`config.mk`:
```
export PLATFORM = sky130hd
export DESIGN_NAME = step_sequencer
export DESIGN_NICKNAME = d
export VERILOG_FILES = /design/src/rtl/step_sequencer_pkg.sv /design/src/rtl/step_sequencer_prescaler.sv /design/src/rtl/step_sequencer.sv
export SDC_FILE = /design/constraint.sdc
export NUM_CORES = 1
export LEC_CHECK = 0
export BUFFER_PORTS_ARGS = -buffer_cell sky130_fd_sc_hd__buf_2
export CAP_MARGIN = 20
export CORE_UTILIZATION = 52
export CTS_BUF_LIST = sky130_fd_sc_hd__clkbuf_4
export CTS_CLUSTER_DIAMETER = 200
export DETAILED_ROUTE_END_ITERATION = 7
export PLACE_DENSITY = 0.78
export SYNTH_ARGS = -nofsm -noshare
export SYNTH_HDL_FRONTEND = slang
export SYNTH_SLANG_ARGS = --single-unit
```
`constraint.sdc`:
```
create_clock -name i_c1k -period 2.2 [get_ports i_c1k]
set_clock_uncertainty 0.15 [all_clocks]
set_input_delay 0.11 -clock i_c1k [delete_from_list [all_inputs] [get_ports i_c1k]]
set_output_delay 0.11 -clock i_c1k [all_outputs]
set_load 0.01 [all_outputs]
```
`src/rtl/step_sequencer_pkg.sv`:
```
// Shared types and defaults for the clock-enable step sequencer.
package step_sequencer_pkg;

  localparam int unsigned DIV_W_DEF    = 8;
  localparam int unsigned CNT_W_DEF    = 8;
  localparam int unsigned MISS_LIM_DEF = 16;
  localparam int unsigned VAL_W        = 4;
  localparam int unsigned MODE_W       = 2;

  typedef enum logic [2:0] {
    ST_IDLE   = 3'd0,
    ST_RUN    = 3'd1,
    ST_CHECK  = 3'd2,
    ST_SINGLE = 3'd3,
    ST_FIN    = 3'd4
  } state_e;

  typedef enum logic [1:0] {
    MODE_FREE   = 2'b00,
    MODE_COUNT  = 2'b01,
    MODE_TARGET = 2'b10
  } mode_e;

  // The unused encoding 2'b11 behaves as free-run.
  function automatic mode_e decode_mode(input logic [MODE_W-1:0] raw);
    case (raw)
      2'b01:   return MODE_COUNT;
      2'b10:   return MODE_TARGET;
      default: return MODE_FREE;
    endcase
  endfunction

endpackage

```
`src/rtl/step_sequencer_prescaler.sv`:
```
// Divides the clock by DIV+1: counts 0..DIV, ticks while sitting at DIV.
// Holding at DIV (en low) keeps the tick pending until it is consumed.
module step_sequencer_prescaler #(
  parameter int unsigned DIV_W = 8
) (
  input  logic             i_c1k,
  input  logic             i_rst_n,
  input  logic             i_clr,
  input  logic             i_en,
  input  logic [DIV_W-1:0] i_div,
  output logic             o_tick_c
);

  logic [DIV_W-1:0] r_cnt;

  assign o_tick_c = (r_cnt == i_div);

  // Prescaler count: clear, hold, or advance with wrap at DIV.
  always_ff @(posedge i_c1k or negedge i_rst_n) begin
    if (!i_rst_n) begin
      r_cnt <= '0;
    end else if (i_clr) begin
      r_cnt <= '0;
    end else if (i_en) begin
      r_cnt <= o_tick_c ? '0 : r_cnt + DIV_W'(1);
    end
  end

endmodule

```
`src/rtl/step_sequencer.sv`:
```
// Clock-enable sequencer for a 4-bit next-state counter: free-run, N steps,
// run-until-target, and single-step, with a DIV+1 prescaler on the CE rate.
module step_sequencer
  import step_sequencer_pkg::*;
#(
  parameter int unsigned DIV_W    = DIV_W_DEF,
  parameter int unsigned CNT_W    = CNT_W_DEF,
  parameter int unsigned MISS_LIM = MISS_LIM_DEF
) (
  input  logic              i_c1k,
  input  logic              i_rst_n,
  input  logic              i_start,
  input  logic              i_step,
  input  logic              i_stop,
  input  logic [MODE_W-1:0] i_mode,
  input  logic [CNT_W-1:0]  i_n_steps,
  input  logic [VAL_W-1:0]  i_target,
  input  logic [DIV_W-1:0]  i_div,
  input  logic [VAL_W-1:0]  i_val,
  output logic              o_ce,
  output logic              o_busy,
  output logic              o_done,
  output logic              o_miss,
  output logic [CNT_W-1:0]  o_step_cnt
);

  state_e             r_state;
  state_e             w_next;
  mode_e              r_mode;
  logic [CNT_W-1:0]   r_n_steps;
  logic [VAL_W-1:0]   r_target;
  logic [DIV_W-1:0]   r_div;
  logic [CNT_W-1:0]   r_step_cnt;
  logic               r_ce;
  logic               r_busy;
  logic               r_done;
  logic               r_miss;

  logic               w_latch;
  logic               w_cnt_clr;
  logic               w_cnt_one;
  logic               w_issue;
  logic               w_set_miss;
  logic               w_tick;
  logic               w_pre_clr;
  logic               w_pre_en;

  assign o_ce       = r_ce;
  assign o_busy     = r_busy;
  assign o_done     = r_done;
  assign o_miss     = r_miss;
  assign o_step_cnt = r_step_cnt;

  step_sequencer_prescaler #(
    .DIV_W (DIV_W)
  ) u_prescaler (
    .i_c1k    (i_c1k),
    .i_rst_n  (i_rst_n),
    .i_clr    (w_pre_clr),
    .i_en     (w_pre_en),
    .i_div    (r_div),
    .o_tick_c (w_tick)
  );

  // State register.
  always_ff @(posedge i_c1k or negedge i_rst_n) begin
    if (!i_rst_n) begin
      r_state <= ST_IDLE;
    end else begin
      r_state <= w_next;
    end
  end

  // Next-state decode plus the per-cycle actions that feed the output registers.
  // Target mode starts in CHECK so a target already matched ends without a CE;
  // a CE issued from CHECK lands back in RUN, which then routes to CHECK again.
  always_comb begin
    w_next     = r_state;
    w_latch    = 1'b0;
    w_cnt_clr  = 1'b0;
    w_cnt_one  = 1'b0;
    w_issue    = 1'b0;
    w_set_miss = 1'b0;
    case (r_state)
      ST_IDLE: begin
        if (i_start) begin
          w_latch   = 1'b1;
          w_cnt_clr = 1'b1;
          w_next    = (decode_mode(i_mode) == MODE_TARGET) ? ST_CHECK : ST_RUN;
        end else if (i_step) begin
          w_issue   = 1'b1;
          w_cnt_one = 1'b1;
          w_next    = ST_SINGLE;
        end
      end
      ST_RUN: begin
        if (i_stop) begin
          w_next = ST_FIN;
        end else if ((r_mode == MODE_COUNT) && (r_step_cnt == r_n_steps)) begin
          w_next = ST_FIN;
        end else if ((r_mode == MODE_TARGET) && r_ce) begin
          w_next = ST_CHECK;
        end else if (w_tick) begin
          w_issue = 1'b1;
        end
      end
      ST_CHECK: begin
        if (i_stop) begin
          w_next = ST_FIN;
        end else if (i_val == r_target) begin
          w_next = ST_FIN;
        end else if (r_step_cnt == CNT_W'(MISS_LIM)) begin
          w_set_miss = 1'b1;
          w_next     = ST_FIN;
        end else begin
          w_next  = ST_RUN;
          w_issue = w_tick;
        end
      end
      ST_SINGLE: begin
        w_next = ST_FIN;
      end
      ST_FIN: begin
        w_next = ST_IDLE;
      end
      default: begin
        w_next = ST_IDLE;
      end
    endcase
  end

  // Prescaler control: cleared while idle; a pending tick that was not
  // consumed as a CE holds at DIV instead of wrapping.
  always_comb begin
    w_pre_clr = (r_state == ST_IDLE);
    w_pre_en  = ((r_state == ST_RUN) || (r_state == ST_CHECK)) && (!w_tick || w_issue);
  end

  // Run configuration captured at START.
  always_ff @(posedge i_c1k or negedge i_rst_n) begin
    if (!i_rst_n) begin
      r_mode    <= MODE_FREE;
      r_n_steps <= '0;
      r_target  <= '0;
      r_div     <= '0;
    end else if (w_latch) begin
      r_mode    <= decode_mode(i_mode);
      r_n_steps <= i_n_steps;
      r_target  <= i_target;
      r_div     <= i_div;
    end
  end

  // Registered outputs and the saturating step counter.
  always_ff @(posedge i_c1k or negedge i_rst_n) begin
    if (!i_rst_n) begin
      r_ce       <= 1'b0;
      r_busy     <= 1'b0;
      r_done     <= 1'b0;
      r_miss     <= 1'b0;
      r_step_cnt <= '0;
    end else begin
      r_ce   <= w_issue;
      r_busy <= (w_next == ST_RUN) || (w_next == ST_CHECK) || (w_next == ST_SINGLE);
      r_done <= (w_next == ST_FIN);
      if (w_latch) begin
        r_miss <= 1'b0;
      end else if (w_set_miss) begin
        r_miss <= 1'b1;
      end
      if (w_cnt_clr) begin
        r_step_cnt <= '0;
      end else if (w_cnt_one) begin
        r_step_cnt <= CNT_W'(1);
      end else if (w_issue && (r_step_cnt != '1)) begin
        r_step_cnt <= r_step_cnt + CNT_W'(1);
      end
    end
  end

endmodule

```
### After elaboration in Yosys (flattened, before gate mapping)

Cells that the tools add are included.

| word-level totals | value |
|---|---|
| register bits | 45 |
| bits in latches | 0 |
| bits in writable memories | 0 |
| ROM bits | 0 |
| output and inout bits | 12 |
| memories | 0 |

| operators by class | value |
|---|---|
| add/sub/neg operators | 2 |
| multipliers | 0 |
| divide/modulo/power cells | 0 |
| $lt $le $gt $ge | 0 |
| equal/unequal tests | 17 |
| shifts and indexed selects | 0 |
| muxes and demuxes | 38 |
| bitwise gates (word level) | 0 |
| reductions and logical operators | 13 |

Operators by type and width:

| cell | number |
|---|---|
| $mux W8 | 6 |
| $mux W3 | 8 |
| $mux W1 | 18 |
| $add A8 B1 Y8 const B | 2 |
| $eq A8 B8 Y1 | 2 |
| $eq A3 B2 Y1 const B | 4 |
| $pmux W3 S4 | 1 |
| $eq A8 B5 Y1 const B | 1 |
| $ne A8 B8 Y1 const B | 1 |
| $eq A2 B2 Y1 const B | 3 |
| $eq A3 B1 Y1 const B | 2 |
| $mux W2 | 3 |
| $eq A2 B1 Y1 const B | 2 |
| $eq A4 B4 Y1 | 1 |
| $logic_and A1 B1 Y1 | 4 |
| $logic_or A1 B1 Y1 | 4 |
| $pmux W2 S2 | 1 |
| $reduce_bool A2 Y1 | 2 |
| $eq A3 B3 Y1 const B | 1 |
| $logic_not A3 Y1 | 1 |
| $pmux W1 S3 | 1 |
| $reduce_bool A3 Y1 | 1 |
| $logic_not A1 Y1 | 1 |

### Logic depth before layout (Yosys ltp)

| depth | value |
|---|---|
| word-level depth | 11 |
| depth in mapped cells | 8 |

### Cells and area by module

Synthesis repeated with hierarchy kept, for this count alone.

| unflattened totals | value |
|---|---|
| cells, all modules | 256 |
| area, all modules | 2379.8 um^2 |

Modules (own cells, without submodules):

| module | instances | cells an instance | area an instance (um^2) | sequential area each (um^2) |
|---|---|---|---|---|
| step_sequencer | 1 | 200 | 1851.8 | 925.9 |
| step_sequencer_prescaler | 1 | 56 | 528.0 | 200.2 |

### Least setup slack after synthesis

OpenSTA, ideal clock, no wires.

| timing | value |
|---|---|
| path kind | flip-flop to flip-flop |
| from | register r_state[1] |
| to | register r_step_cnt[5], in the netlist o_step_cnt[5] |
| arrival time | 2.036 ns |
| required time | 1.973 ns |
| setup slack | -0.064 ns |
| cell stages (with the launch flop) | 9 |
| path through | dfrtp_1 -> buf_6 -> or4b_4 -> nor2_4 -> o31ai_4 -> a21boi_4 -> o211ai_4 -> or3_1 -> a21oi_1 |

| on the way | value |
|---|---|
| longest elaborated chain between the ends | 4 |
| elaborated cells on any way between the ends | 10 |
| those cells by class | eq/ne: 2; mux: 5; reduce/logical: 3 |

Ends and longest elaborated chain:

| element | RTL line | text |
|---|---|---|
| start: declaration | step_sequencer.sv:27 | `state_e r_state;` |
| start signal: assignment | step_sequencer.sv:70 | `r_state <= w_next;` |
| $eq A3 B2 Y1 (tied with other cells) | step_sequencer.sv:84 | `case (r_state)` |
| $pmux W1 S3 / $mux W1 (equally long branches) | step_sequencer.sv:84 |  |
| $logic_and A1 B1 Y1 / $mux W8 (equally long branches) | step_sequencer.sv:175, step_sequencer.sv:173 |  |
| $reduce_bool A3 Y1 (no source line) / $mux W8 (equally long branches) | -- |  |
| end signal: assignment | step_sequencer.sv:176 | `r_step_cnt <= r_step_cnt + CNT_W'(1);` |
| end: declaration | step_sequencer.sv:33 | `logic [CNT_W-1:0] r_step_cnt;` |

Several ways; a longest one is shown, not always the timed one.
A chain may end at the register's enable or synchronous reset.

### Worst setup path after layout

| timing | value |
|---|---|
| from | register r_step_cnt[4], in the netlist o_step_cnt[4] |
| to | register r_step_cnt[5], in the netlist o_step_cnt[5] |

| on the way | value |
|---|---|
| longest elaborated chain between the ends | 7 |
| elaborated cells on any way between the ends | 16 |
| those cells by class | add/sub: 1; eq/ne: 3; mux: 9; reduce/logical: 3 |

Ends and longest elaborated chain:

| element | RTL line | text |
|---|---|---|
| $eq A8 B5 Y1 / $eq A8 B8 Y1 (equally long branches) | step_sequencer.sv:112, step_sequencer.sv:99 |  |
| $mux W1 / $logic_and A1 B1 Y1 (equally long branches) | step_sequencer.sv:112, step_sequencer.sv:99 |  |
| $mux W1, on equally long branches | step_sequencer.sv:110, step_sequencer.sv:99 |  |
| $mux W1, on equally long branches | step_sequencer.sv:108, step_sequencer.sv:97 |  |
| $pmux W1 S3 | step_sequencer.sv:84 |  |
| $logic_and A1 B1 Y1 | step_sequencer.sv:175 | `end else if (w_issue && (r_step_cnt != '1)) begin` |
| $reduce_bool A3 Y1 (no source line) | -- |  |

Several ways; a longest one is shown, not always the timed one. The select of a mux whose other input is x is not followed.

==> out/qor.yml <==
timing:
  grt_setup_unrepaired: "true"
  hold_viol: 0
  holdWs_ns: 0.0470
  worst_pin_slew_ns: 0.365
  setup_ws_ns: -0.0938
  finalSetupViolCount: 14
  layout_min_cycle_time_ns: 2.29
  post-route-period-util_pct: 104
  relSlewSlack_pct: 75.6
  finalMaxSlewViolations: 0
  fmax_ghz: 0.436
cells_and_area:
  num-nets-final: 384
  syn2layout_area_growth_pct: 39.6
  fillers: 251
  drive_gt1_share_pct: 32.8
  mostFrequentLayoutCells: "nand2_1 (71), dfrtp_1 (43), buf_2 (42)"
  num_antenna_cells: 0
  final_common_cell: "nand2_1"
  final_util_pct: 76.0
run_status:
  status: "finished with violations"
  violations: "negative setup slack"
floorplanning:
  die_height_um: 69.8
  die-area_sq_um: 4870
  num_io_pins: 43
  core-area_sq_um: 4380
  rows: 24
  start_util_pct: 54.5
  dieWidth_um: 69.8
placed_design:
  portBuffers: 42
  dp_hpwl_um: 3870
  dp_slack_ns: -0.0764
  place_congestion: 0.836
setup_path:
  reg2reg_from: "o_step_cnt[4]"
  crit_required_ns: 2.37
  cp_cell_sequence: "nor4b_1, and3_4, nand4b_1, a21boi_4, o211ai_4, or3_1, a21oi_2"
  worst-path-buf-inv: 0
  worst_ep_arrival_time_ns: 2.46
  path_max_fanout: 6
  ff2ff_path_depth: 7
  r2r-end: "o_step_cnt[5]"
  critPathSlowestCell: "dfrtp_1"
  worstSetupPathType: "reg -> reg"
  startpoint: "o_step_cnt[4]"
  endpoint_kind: "flop"
  startpoint_type: "flop"
  critPathTopFamily: "simple AND/OR/NAND/NOR gates"
  critical_path.endpoint: "o_step_cnt[5]"
  r2r_slack_ns: -0.09
  cpPeakStageDelay_ns: 0.45
  crit_cells: 7
grt:
  grt_first_pass_wirelength_um: 9910
  overflow: 0
  grt_pass1_vias: 2156
  track_usage_pct: 25.9
  grt_max_degree: 29
  antenna_found_initial: 0
logic_synthesis:
  synth_edf_count: 0
  syn_area_sq_um: 2390
  synth_cells: 252
  ys_seq_area_share_pct: 47.2
  async_flop_share_pct: 100
  yosysUniqueCellTypes: 43
  syn-mean-instance-area_sq_um: 9.47
  synth_seq_cells: 45
  synth_fp_nets: 286
  yosys_warnings: 0
  synth-main-ff-cell: "dfrtp_1"
detailed_routing:
  num_vias: 2185
  routed_wl_um: 6140
  drt-pass1-iter-count: 4
  vias_per_cell: 5.42
  final_antenna_net_count: 0
  drtIter0Drc: 156
  drc: 0
  wl_per_cell_um: 15.2
power_and_ir_drop:
  powerDensity_nw_per_um2: 1080
  ir_drop_v: 0.000675
  cellLeakagePower_nw: 1.58
clock_tree:
  htreeDepth: 2
  cts_num_sinks: 45
  path_clk_slew_ns: 0.15
  cts_tree: "built"
  insertion_delay_ns: 0.38
  clockBufferDepth: 2
  cts_buffers: 5
  cts_root_buf: "clkbuf_4"
job:
  drv_cap: 0
hold_path:
  hold_class: "in -> reg"
  hp-start: "i_stop"
[where the power goes]
group	internal, W	switching [W]
Clock	0.000241	0.000293
Sequential	0.00110	0.000229
Combinational	0.000820	0.000907
[how the worst min path moves through the flow]
stage | endpoint | slack (ns) | depth (start not counted)
after floorplan | o_busy | -0.34 | 0
after global placement | u_prescaler.r_cnt[4] | -0.06 | 2
after detailed placement | u_prescaler.r_cnt[4] | -0.06 | 2
after CTS | o_step_cnt[3] | 0.03 | 3
after global routing | r_state[0] | 0.07 | 3
final | r_state[2] | 0.05 | 3
[stage by stage]
| stage | instance area [sq um] | cells | setup TNS, ns | power (W) |
|---|---|---|---|---|
| after floorplan | 2390 | 252 | -0.0378 | 0.00230 |
| after global placement | 2800 | 361 | -0.00595 | 0.00273 |
| after detailed placement | 2800 | 361 | -0.272 | 0.00278 |
| after CTS | 3210 | 400 | -0.128 | 0.00341 |
| after global routing | 3330 | 403 | -2.07 | 0.00381 |
| final | 3330 | 403 | -0.740 | 0.00359 |
[kinds of logic after synthesis]
| family | count (synthesis) | share of synthesized area, % |
|---|---|---|
| flops | 45 | 47.2 |
| fa+ha+maj | 3 | 1.57 |
| mux | 2 | 0.891 |
| simple gates | 124 | 24.2 |
| compound gates | 34 | 12.0 |
| buf+inv | 13 | 2.83 |
| xor+xnor | 31 | 11.4 |
[repair_timing]
| item | in CTS | in global routing |
|---|---|---|
| setup buffers | 6 | 3 |
| cloned | 0 | 0 |
| gates resized for setup | 5 | 26 |
| pin swaps | 4 | 10 |
| hold buffers | 25 | 0 |
| setup endpoints to repair | 14 | 17 |
| hold endpoints to repair | 70 | 0 |
[registers in the layout (all words and copies together) (netlist names)]
signal and cells:
o_step_cnt 8, r_div 8, r_n_steps 8, u_prescaler.r_cnt 8, r_target 4, r_state 3, r_mode 2, o_busy 1
o_ce 1, o_done 1, o_miss 1
[layout make-up]
| cell class | instances | area, sq um | area share, % |
|---|---|---|---|
| multi-input combinational | 194 | 1300 | 39.0 |
| sequential | 45 | 1130 | 33.9 |
| timing repair buffer | 100 | 739 | 22.2 |
| tap | 52 | 65.1 | 1.95 |
| clock inverter | 3 | 46.3 | 1.39 |
| clock buffer | 5 | 37.5 | 1.13 |
| inverter | 4 | 15.0 | 0.450 |
[tightest hold or removal path: stages]
cell	delay, ns
buf_2	0.14
o21ai_0	0.13
a21oi_1	0.15
[Yosys cell counts (2+ instances only)]
| cell | number | share of area (%) |
|---|---|---|
| nand3b_1 | 3 | 0.94 |
| and3b_1 | 2 | 0.73 |
| o21ai_0 | 8 | 1.7 |
| nand2_1 | 72 | 11 |
| a21oi_1 | 7 | 1.5 |
| nor2b_1 | 2 | 0.52 |
| nor2_1 | 16 | 2.5 |
| o211ai_1 | 3 | 0.94 |
| buf_6 | 2 | 0.94 |
| o2111ai_1 | 4 | 1.5 |
| nand3_1 | 4 | 0.84 |
| or3_1 | 2 | 0.52 |
| xor2_1 | 8 | 2.9 |
| xnor2_1 | 23 | 8.4 |
| nand4_1 | 4 | 1.0 |
| ha_1 | 3 | 1.6 |
| dfrtp_1 | 45 | 47 |
| nor3_1 | 4 | 0.84 |
| or2_2 | 2 | 0.52 |
| and2_1 | 3 | 0.79 |
| inv_1 | 4 | 0.63 |
| and3_1 | 4 | 1.0 |
| clkbuf_1 | 6 | 0.94 |
| a41oi_1 | 2 | 0.73 |
[per-layer routing]
metal  track usage, %  vias to the layer above  routed length, um
met3             4.80                        8                350
met5                0                        -                  0
met2             42.4                       81               3030
met1             35.1                     1049               2680
met4             8.44                        0                 72
li1                 -                     1047                  -
No activity file was read; power rests on OpenSTA's default activity.
